## config.mk

```make
export PLATFORM = sky130hd
export DESIGN_NAME = bitwise_pipe
export DESIGN_NICKNAME = d
export VERILOG_FILES = /design/src/rtl/bitwise_pipe.sv
export SDC_FILE = /design/constraint.sdc
export NUM_CORES = 1
export LEC_CHECK = 0
export CAP_MARGIN = 25
export CORE_MARGIN = 1.5
export CORE_UTILIZATION = 30
export DETAILED_ROUTE_END_ITERATION = 8
export GPL_TIMING_DRIVEN = 0
export PLACE_DENSITY = 0.49
export SLEW_MARGIN = 20
export SYNTH_ARGS = -nofsm -noshare
export SYNTH_HDL_FRONTEND = slang
export SYNTH_SLANG_ARGS = --single-unit
```

## constraint.sdc

```tcl
create_clock -name clk -period 6.1 [get_ports clk]
set_clock_uncertainty 0.05 [all_clocks]
set_input_delay 1.525 -clock clk [delete_from_list [all_inputs] [get_ports clk]]
set_output_delay 1.525 -clock clk [all_outputs]
set_load 0.005 [all_outputs]
```

## src/rtl/bitwise_pipe.sv

```systemverilog
// Pipelined eight-op bitwise unit with zr/ng flags and a delivered-result counter.
// Latency STAGES cycles, one result per cycle. in_ready drops only when every stage is full and out_ready is low.
module bitwise_pipe #(
    parameter int WIDTH  = 16,
    parameter int STAGES = 2,
    parameter int CNT_W  = 16
) (
    input  logic             clk,
    input  logic             reset,
    input  logic             in_valid,
    output logic             in_ready,
    input  logic [WIDTH-1:0] in_a,
    input  logic [WIDTH-1:0] in_b,
    input  logic [2:0]       in_op,
    output logic             out_valid,
    input  logic             out_ready,
    output logic [WIDTH-1:0] out_data,
    output logic             out_zr,
    output logic             out_ng,
    output logic [CNT_W-1:0] op_count
);

    typedef struct packed {
        logic [WIDTH-1:0] dat;
        logic             zr;
        logic             ng;
    } res_t;

    logic [STAGES-1:0] vld;
    logic [STAGES-1:0] ld;
    logic [STAGES:0]   vsrc;
    res_t              stg [STAGES];
    res_t              src [STAGES+1];
    res_t              ent;
    logic              all_full;

    always_comb begin
        ent.dat = '0;
        case (in_op)
            3'b000: ent.dat = ~in_a;
            3'b001: ent.dat = in_a & in_b;
            3'b010: ent.dat = in_a | in_b;
            3'b011: ent.dat = in_a ^ in_b;
            3'b100: ent.dat = ~(in_a & in_b);
            3'b101: ent.dat = ~(in_a | in_b);
            3'b110: ent.dat = ~(in_a ^ in_b);
            default: ent.dat = in_a;
        endcase
        ent.zr = (ent.dat == '0);
        ent.ng = ent.dat[WIDTH-1];
    end

    // Stage k may load when out_ready is high or any stage at or after k is empty,
    // which is the unrolled form of "empty or successor loads".
    always_comb begin
        ld       = '0;
        all_full = 1'b1;
        for (int k = STAGES - 1; k >= 0; k--) begin
            all_full = all_full & vld[k];
            ld[k]    = out_ready | ~all_full;
        end
    end

    assign in_ready = ld[0];

    always_comb begin
        vsrc   = {vld, in_valid};
        src[0] = ent;
        for (int k = 0; k < STAGES; k++) begin
            src[k+1] = stg[k];
        end
    end

    always_ff @(posedge clk) begin
        if (reset) begin
            vld <= '0;
        end else begin
            for (int k = 0; k < STAGES; k++) begin
                if (ld[k]) begin
                    vld[k] <= vsrc[k];
                end
            end
        end
    end

    always_ff @(posedge clk) begin
        for (int k = 0; k < STAGES; k++) begin
            if (ld[k] && vsrc[k]) begin
                stg[k] <= src[k];
            end
        end
    end

    always_ff @(posedge clk) begin
        if (reset) begin
            op_count <= '0;
        end else if (vld[STAGES-1] && out_ready) begin
            op_count <= op_count + 1'b1;
        end
    end

    assign out_valid = vld[STAGES-1];
    assign out_data  = out_valid ? stg[STAGES-1].dat : '0;
    assign out_zr    = out_valid & stg[STAGES-1].zr;
    assign out_ng    = out_valid & stg[STAGES-1].ng;

endmodule

```

==> impl_results.md <==
- Status: finished clean
- First-pass GRT wire length: 15.5 mm
- Clk_lat worst skew: 0.29 ns
- Final setup viols: 0
- GRT Total Usage: 14.5%
- Syn Nets: around 490
- Top FF cell, synth: edfxtp_1
- IO Pins: 75
- Reg2reg setup slack: 4.30 ns
- Rel. slew slack: a little under two fifths
- Unrepaired setup endpoints after global routing: no
- PwrDens: 190 nW/µm²
- DP HPWL: 7.40 mm
- Syn_area_per_cell: 9.20 µm²
- CTS resizes: 0
- Final worst path period need: 4.49 ns
- CTS Buf Count: 5
- Initial antenna violation count: 0
- CP startpoint kind: input pin
- Critical Path End Type: primary output
- Utilization after layout: 40.3%
- Period utilization: between 70 and 80%
- Hold Crit Class: reg2reg
- Worst vdd ir: 0.000142 V
- Largest cells by area after synthesis: edfxtp_1 27%, ha_1 11%, dfxtp_1 9.5%
- Yosys top cell by area: edfxtp_1
- Post-synth top area share: 26.9%
- Avg WL per Cell: 14.5 µm
- Die Footprint: 13400 µm²
- Mapped Cells: 413
- Max cap viols: 0
- Root buffer cell: clkbuf_16
- # hold bufs at CTS: 0
- Vias after detailed routing: between 3000 and 4000
- Slew @ Worst Pin: roughly 0.92 ns
- Diodes inserted: 0
- Final WL: 9.59 mm
- Kind of critical path: in2out
- Number of synthesized flops with an enable pin: 34
- Area Overhead vs Synth: 29.0%
- Post-Place Setup Slack: 1.61 ns
- Vias per inst: 4.94
- DIE WIDTH: 116 µm
- Placeable Area: between 10000 and 15000 µm²
- Leakage: ~1.9 nW
- Clock Tree Buf Depth: 2
- CTS tree: done
- Yosys reg bits: between 50 and 60
- Vias in the first global route: 3094
- Worst hold path stage count: 0
- R2R cell count: 5
- # port buffers: 71
- Largest net degree at the start of global routing: 18
- Routability cong.: 0.901
- Unique masters post-synth: 68
- Total grt overflow: 0
- Worst EP required: approximately 4.5 ns
- Worst setup margin: 1.61 ns
- Peak Freq: 0.223 GHz
- Post-CTS setup buffers: 0
- Antenna viol nets, final: 0
- Post-Syn Area: approximately 3800 µm²
- DR iter-0 viols: 145
- Fin Setup TNS: 0 ns
- Drt drc: 0
- Initial Utilization: 31.2%
- Critical path arrival: 2.92 ns
- Number of clock sinks: 52
- CTS clk-pin slew, worst paths: 0.06 ns
- Synth warn: 0
- TritonRoute pass-1 iters: 4
- Std-Cell Rows: 40
- Die H: 116 µm
- Asr flop ratio synth: 0%
- Share of layout cells above drive strength 1: 10.2%
- Fill cells: 1228
- Maximum fanout along the worst path: 5
- Nets@finish: 563
- Final number of hold-violating endpoints: 0
- Htree depth: 2
- Pins Over Slew Limit: 0
- Sequential area share after synthesis: a little over a third
## worst max-delay path, stage by stage
cell and delay (ns):
clkdlybuf4s50_1 0.49, nor2b_1 0.29, nand2_1 0.14, clkdlybuf4s50_1 0.47
## cell usage after synthesis, types with 2 or more instances
library cell,number
clkbuf_1,4
xor2_1,10
buf_6,5
o21ba_2,2
mux2_2,2
or3_1,6
and2_1,19
o22ai_1,6
a221oi_1,2
mux2i_1,5
nor3_1,5
buf_4,6
a211oi_1,5
o221ai_1,4
edfxtp_1,34
a22o_1,3
nor4b_1,3
a211oi_2,2
o311ai_0,6
o21ai_0,21
a21oi_1,17
and3_1,4
dfxtp_1,18
nor2b_1,10
nand2_1,31
nand2b_1,4
nand3_1,11
a31oi_1,3
ha_1,33
nand4_1,3
or3b_2,3
a21o_1,2
clkbuf_2,2
nor2_1,36
o211ai_1,10
o221a_2,2
inv_1,35
buf_2,9
## sequential cells by signal, indices dropped and copies added, names as in the netlist
signal / count
op_count: 16
stg: 34
vld: 2
## final timing paths
| kind | to | startpoint |
|---|---|---|
| worst max-delay path | in_ready | out_ready |
| worst min-delay path | stg[0][21] | stg[0][3] |
| worst max register to register | op_count[15] | op_count[5] |
| worst min register to register | stg[0][21] | stg[0][3] |
## per-stage QoR
stage	area, µm²	power [mW]	hold slack, ns	cells
after floorplan	3800	0.536	0.350	413
after global placement	4720	0.611	0.355	652
after detailed placement	4720	0.613	0.355	652
after CTS	4900	0.937	0.370	660
after global routing	4900	0.970	0.373	660
final	4900	0.930	0.368	660
## cell type report
type | count | area (µm²) | area share (%)
multi-input cells | 298 | 2110 | 43.1
flip-flops and latches | 52 | 1380 | 28.2
repair buffers | 71 | 711 | 14.5
well taps | 168 | 210 | 4.29
plain buffers | 27 | 175 | 3.57
clock buffers | 6 | 139 | 2.83
inverters | 36 | 135 | 2.76
clock inverters | 2 | 38.8 | 0.791
## cells by family (layout without fill, tap and decap cells)
logic type	Yosys count	in the layout	synth area share (%)
simple gates	141	141	19.1
compound gates	103	103	19.8
buf+inv	63	142	8.17
flops	52	52	36.4
fa+ha+maj	33	33	10.9
xor+xnor	11	11	2.54
mux	10	10	3.19
## per-layer routing
metal | vias to the layer above | track usage (%) | share of wire [%]
met4 | 0 | 5.19 | 1.6
met2 | 88 | 24.4 | 46
met3 | 14 | 1.52 | 4.3
met1 | 1510 | 19.5 | 48
li1 | 1647 | - | -
met5 | - | 0 | 0
## cell usage in the layout (no fill, tap or decap), types with 10 or more instances in the layout
cell type and instances:
a21oi_1 17, and2_1 19, clkdlybuf4s50_1 71, dfxtp_1 18
edfxtp_1 34, ha_1 33, inv_1 35, nand2_1 31
nand3_1 11, nor2_1 36, o211ai_1 10, o21ai_0 21
xor2_1 10
## where the power goes
group	internal (mW)	switching [mW]	leakage (nW)	total, mW
clock network	0.205	0.119	0.0871	0.324
registers	0.399	0.00472	0.472	0.404
logic	0.0966	0.106	1.36	0.202
total	0.701	0.229	1.92	0.930
No activity file was read; power rests on OpenSTA's default activity.
